--- src/rtl/spi_frame_rx.sv ---
// spi_frame_rx: clk-domain SPI mode-0 slave that captures one operand/opcode frame per SS-low window and shifts a status word back on MISO.
// Optional even-parity frame checking is enabled by defining SPI_PARITY_EN.
module spi_frame_rx #(
    parameter int FRAME_BITS  = 10,
    parameter int TX_BITS     = 8,
    parameter int SYNC_STAGES = 2
) (
    input  logic                  clk,
    input  logic                  rst,
    input  logic                  SCLK,
    input  logic                  MOSI,
    input  logic                  SS,
    output logic                  MISO,
    input  logic [TX_BITS-1:0]    tx_data,
    output logic [FRAME_BITS-1:0] frame_out,
    output logic                  frame_valid,
    output logic                  frame_err
);
`ifdef SPI_PARITY_EN
    localparam int RX_BITS = FRAME_BITS + 1;
`else
    localparam int RX_BITS = FRAME_BITS;
`endif
    localparam int MAX_CNT = RX_BITS + 1;
    localparam int CW = $clog2(MAX_CNT + 1);

    typedef enum logic {IDLE, ACTIVE} state_t;
    state_t state, state_n;

    logic [SYNC_STAGES-1:0] sclk_sync, mosi_sync, ss_sync;
    logic sclk_s, mosi_s, ss_s, sclk_d, ss_d, armed;
    logic sclk_rise, sclk_fall, ss_rise, ss_fall, good;
    logic [CW-1:0] cnt;
    logic [RX_BITS-1:0] rx_sh;
    logic [TX_BITS-1:0] tx_sh;

    assign sclk_s = sclk_sync[SYNC_STAGES-1];
    assign mosi_s = mosi_sync[SYNC_STAGES-1];
    assign ss_s   = ss_sync[SYNC_STAGES-1];
    assign sclk_rise = sclk_s & ~sclk_d;
    assign sclk_fall = ~sclk_s & sclk_d;
    assign ss_rise   = ss_s & ~ss_d;
    assign ss_fall   = ~ss_s & ss_d;
    assign MISO = (state == ACTIVE) & tx_sh[TX_BITS-1];

    // armed requires SS to be seen high after reset, so a select held low across reset is not captured
    always_ff @(posedge clk) begin
        if (rst) begin
            sclk_sync <= '0;
            mosi_sync <= '0;
            ss_sync   <= '0;
            sclk_d    <= 1'b0;
            ss_d      <= 1'b1;
            armed     <= 1'b0;
        end else begin
            sclk_sync <= {sclk_sync[SYNC_STAGES-2:0], SCLK};
            mosi_sync <= {mosi_sync[SYNC_STAGES-2:0], MOSI};
            ss_sync   <= {ss_sync[SYNC_STAGES-2:0], SS};
            sclk_d    <= sclk_s;
            ss_d      <= ss_s;
            armed     <= armed | ss_s;
        end
    end

    always_ff @(posedge clk) begin
        if (rst) state <= IDLE;
        else     state <= state_n;
    end

    always_comb begin
        state_n = state;
        if (state == IDLE && ss_fall && armed) state_n = ACTIVE;
        if (state == ACTIVE && ss_rise)         state_n = IDLE;
    end

`ifdef SPI_PARITY_EN
    assign good = (cnt == CW'(RX_BITS)) && !(^rx_sh);
`else
    assign good = (cnt == CW'(RX_BITS));
`endif

    always_ff @(posedge clk) begin
        if (rst) begin
            cnt         <= '0;
            rx_sh       <= '0;
            tx_sh       <= '0;
            frame_out   <= '0;
            frame_valid <= 1'b0;
            frame_err   <= 1'b0;
        end else begin
            frame_valid <= 1'b0;
            frame_err   <= 1'b0;
            if (state == IDLE && ss_fall && armed) begin
                cnt   <= '0;
                rx_sh <= '0;
                tx_sh <= tx_data;
            end else if (state == ACTIVE) begin
                if (ss_rise) begin
                    if (good) begin
                        frame_out   <= rx_sh[RX_BITS-1 -: FRAME_BITS];
                        frame_valid <= 1'b1;
                    end else begin
                        frame_err <= 1'b1;
                    end
                end else begin
                    if (sclk_rise) begin
                        rx_sh <= {rx_sh[RX_BITS-2:0], mosi_s};
                        cnt   <= (cnt == CW'(MAX_CNT)) ? cnt : cnt + 1'b1;
                    end
                    if (sclk_fall) tx_sh <= tx_sh << 1;
                end
            end
        end
    end
endmodule

--- config.mk ---
export PLATFORM = sky130hd
export DESIGN_NAME = spi_frame_rx
export DESIGN_NICKNAME = d
export VERILOG_FILES = /design/src/rtl/spi_frame_rx.sv
export SDC_FILE = /design/constraint.sdc
export NUM_CORES = 1
export LEC_CHECK = 0
export CAP_MARGIN = 40
export CORE_ASPECT_RATIO = 0.8
export CORE_UTILIZATION = 30
export CTS_BUF_LIST = sky130_fd_sc_hd__clkbuf_8
export DETAILED_ROUTE_END_ITERATION = 10
export PLACE_DENSITY_LB_ADDON = 0.25
export SLEW_MARGIN = 20
export SYNTH_ARGS = -nofsm -noshare
export SYNTH_HDL_FRONTEND = slang
export SYNTH_SLANG_ARGS = --single-unit
--- constraint.sdc ---
create_clock -name clk -period 2.6 [get_ports clk]
set_input_delay 0.52 -clock clk [delete_from_list [all_inputs] [get_ports clk]]
set_output_delay 0.52 -clock clk [all_outputs]
set_load 0.02 [all_outputs]
==> After elaboration in Yosys (flattened, before gate mapping) <==
Cells that the tools add are included.
{ "word_totals": {"wordCells": 49, "input_bits": 13, "reg_bits": 44} }
{ "classes": {"n_mux": 6, "n_eq_ne": 3, "reduce_logical": 12, "bitwise_logic": 14, "add_sub_neg": 1} }
{ "op_table": {"columns": ["cell", "n"], "rows": [
  ["two-way mux 8 bit", 4],
  ["equality test 4 bit (second input constant)", 2],
  ["NOT 1 bit", 8],
  ["AND reduction 4 bit", 2],
  ["AND reduction 3 bit", 2],
  ["AND 1 bit", 5],
  ["adder 4 x 1 -> 4 bit (second input constant)", 1],
  ["nonzero test 2 bit", 2],
  ["OR reduction 2 bit", 2],
  ["OR reduction 4 bit", 1],
  ["logical AND 1 bit", 3],
  ["two-way mux 1 bit", 2],
  ["inequality test 2 x 1 -> 1 bit (second input constant)", 1],
  ["bitwise OR 1 bit", 1]
]} }

==> Longest topological paths before layout <==
{ "depth": {"word_depth": 6, "ltp_mapped": 6} }

==> Worst setup path before layout <==
No wires, ideal clock.
{ "synth_timing": {"path_type": "register to output", "from": "register state", "to": "output port MISO", "arrival_time_ps": 961, "path_buffers": 2, "required_time_ps": 2080, "slack_ps": 1119, "path_stages_with_launch": 4, "path_cell_list": "dfxtp_1 buf_6 clkbuf_1 and2_1"} }
{ "synth_between": {"elab_chain_len": 1} }
{ "synth_lines": {"columns": ["item", "line", "rtl"], "rows": [
  ["start: declaration", "28", "state_t state, state_n;"],
  ["start signal: assignment", "67", "else state <= state_n;"],
  ["AND 1 bit", "44", "assign MISO = (state == ACTIVE) & tx_sh[TX_BITS-1];"],
  ["end: declaration", "13", "output logic MISO,"]
]} }
No other way between the ends.

==> Final worst setup path <==
Same ends and word-level chain as after synthesis.

==> flow_summary.json <==
{
  "power_frac_comb_pct": 7.3,
  "finalHoldViolCount": 0,
  "synth_edf_count": 0,
  "finalSetupViolCount": 0,
  "initial_core_util_pct": 31.5,
  "htreeDepth": 2,
  "finalPower_mw": 1.19,
  "required_ps": 2080,
  "overflow": 0,
  "area_growth_pct": 19.3,
  "max_slew_margin_pct": 46.8,
  "grt_pass1_vias": 1459,
  "fin_skew_ps": 11.2,
  "drc": 0,
  "synthTopCellsByCount": "dfxtp_1 (44), a21oi_1 (21), o21ai_0 (17), nand3_1 (14), nand4_1 (11)",
  "placed_area_um2": 2180,
  "synthMuxAreaShare_pct": 1.65,
  "postCtsSetupBuffers": 0,
  "synth_top_area_share_pct": 46.6,
  "synth_flop_cell": "dfxtp_1",
  "status": "complete, no violations",
  "worst_slack_ps": 359,
  "synth-compound-area-share_pct": 19.1,
  "p_clk_share_pct": 34.2,
  "rows": 25,
  "core_um2": 6010,
  "grtUsageTotal_pct": 14.0,
  "drive_gt1_share_pct": 7.59,
  "yosysWarnings": 0,
  "grt_start_max_net_pins": 21,
  "finalSetupTns_ps": 0,
  "synth-seq-cells": 44,
  "routed_wl_mm": 4.44,
  "ios": 26,
  "holdCritPathClass": "register to register",
  "fmax_ghz": 0.446,
  "dr.pass1.iters": 4,
  "rsz0062_at_grt": "false",
  "routabilityCongestion": 0.804,
  "ys_seq_area_share_pct": 46.6,
  "cts_tree": "done",
  "maxCapViolCount": 0,
  "fin_util_pct": 37.6,
  "synth_xor_area_share_pct": 0,
  "avgSynthCellArea_um2": 9.09,
  "yosysMostFrequentCell": "dfxtp_1",
  "clock_path_buffers": 2,
  "cts_buffers": 5,
  "worst-setup-path-type": "register to output port",
  "die_h_um": 73.0,
  "r2r_cells": 3,
  "worst_pin_slew_ps": 797,
  "antennaDiodeCount": 0,
  "path_max_fanout": 10,
  "static-leakage-power_nw": 0.725,
  "die_width_um": 90.8,
  "synth-async-reset-ratio_pct": 0,
  "tritoncts_num_sinks": 44,
  "timing.hold.ws_ps": 441,
  "dieArea_um2": 6630,
  "ant_nets": 0,
  "grt_first_pass_wirelength_mm": 7.33,
  "cts-resized-gates": 0,
  "synth_top_family_by_area": "simple AND/OR/NAND/NOR gates",
  "crit_path_start_kind": "register",
  "p_int_mw": 0.905,
  "final_max_slew_viol_count": 0,
  "ys_types": 39,
  "power_density_nw_per_um2": 528,
  "cts_root_buffer": "clkbuf_8",
  "layout.nets": 239,
  "fin_crit_sh_pct": 86.2,
  "netSwitchingFraction_pct": 23.9,
  "synthCells": 208,
  "syn-num-nets": 223,
  "pwr-share-seq_pct": 58.5,
  "grt_antenna_before_repair": 0,
  "yosysTopAreaCell": "dfxtp_1",
  "hpwl_mm": 2.86,
  "fin_area_um2": 2260,
  "power_switching_mw": 0.285,
  "clock_insertion_delay_worst_skew_ps": 300,
  "placed_cells": 298,
  "synth.area.top_cells": "dfxtp_1 (47%), a21oi_1 (5.6%), o21ai_0 (4.5%)",
  "cp-end-kind": "output port",
  "place_ws_ps": 601,
  "ir_drop_uv": 216,
  "drt_iter0_markers": 125,
  "cts_hold_buf": 0,
  "min_period_ps": 2240,
  "clkSlewWorstSetupHoldPaths_ps": 70,
  "vias": 1593,
  "synth-simple-area-share_pct": 25.0,
  "synth_area_um2": 1890,
  "fin_cells": 305,
  "wire_per_inst_um": 14.6,
  "arrival_ps": 1720,
  "hold_depth": 1,
  "vias_per_cell": 5.22,
  "io_buffers": 25,
  "synth_adder_area_share_pct": 1.32
}
[cell usage in the layout, fill, tap and decap left out, types with 9 or more instances in the layout]
master,count
dfxtp_1,44
clkdlybuf4s50_1,25
a21oi_1,21
o21ai_0,17
nand3_1,14
nand4_1,11
o31ai_1,10
nor2b_1,9
nor3_1,9
[metal layers]
| metal | track usage [%] | wire (um) | vias up |
|---|---|---|---|
| met3 | 3.54 | 208 | 4 |
| met5 | 0 | 0 | - |
| li1 | - | - | 805 |
| met2 | 19.6 | 1790 | 37 |
| met1 | 20.6 | 2400 | 747 |
| met4 | 4.84 | 43 | 0 |
[worst max-delay path, stage by stage (launching register included)]
cell             delay (ps)
dfxtp_1                 470
buf_4                   230
and2_1                  140
clkdlybuf4s50_1         590
[logic make-up (layout without fill, tap and decap cells)]
group,Yosys count,count (layout)
AO/OA/AOI/OAI,59,59
AND/OR/NAND/NOR,75,75
adder cells (fa/ha/maj),2,2
buffers and inverters,25,41
multiplexers,3,3
flip-flops,44,44
[final cells by class]
| cell class | instances | area [um^2] |
|---|---|---|
| clock buffer | 5 | 68.8 |
| clock inverter | 2 | 8.76 |
| fill | 652 | 3750 |
| inverter | 3 | 11.3 |
| multi-input combinational | 139 | 890 |
| sequential | 44 | 881 |
| tap | 81 | 101 |
| timing repair buffer | 31 | 295 |
[registers in the layout (all words and copies together) (netlist names)]
name,count
frame_err,1
tx_sh,8
state,1
frame_out,10
sclk_d,1
ss_sync,2
cnt,4
ss_d,1
frame_valid,1
armed,1
mosi_sync,2
sclk_sync,2
rx_sh,10
[power by group through the flow]
stage / combinational, mW / sequential, mW / clock, mW
after floorplan: 0.0596 / 0.707 / 0
after global placement: 0.0877 / 0.712 / 0
after detailed placement: 0.0867 / 0.712 / 0
after CTS: 0.0873 / 0.696 / 0.418
after global routing: 0.0953 / 0.699 / 0.443
final: 0.0868 / 0.696 / 0.408
[path summary, 6_finish.rpt]
| check | startpoint | to | slack (ps) |
|---|---|---|---|
| max | state$_SDFFE_PP0P_ | MISO | 360 |
| min | ss_sync[0]$_SDFF_PP0_ | ss_sync[1]$_SDFF_PP0_ | 440 |
| max reg2reg | ss_sync[1]$_SDFF_PP0_ | cnt[1]$_SDFFE_PP0P_ | 960 |
| min reg2reg | ss_sync[0]$_SDFF_PP0_ | ss_sync[1]$_SDFF_PP0_ | 440 |
No activity file was read; power rests on OpenSTA's default activity.
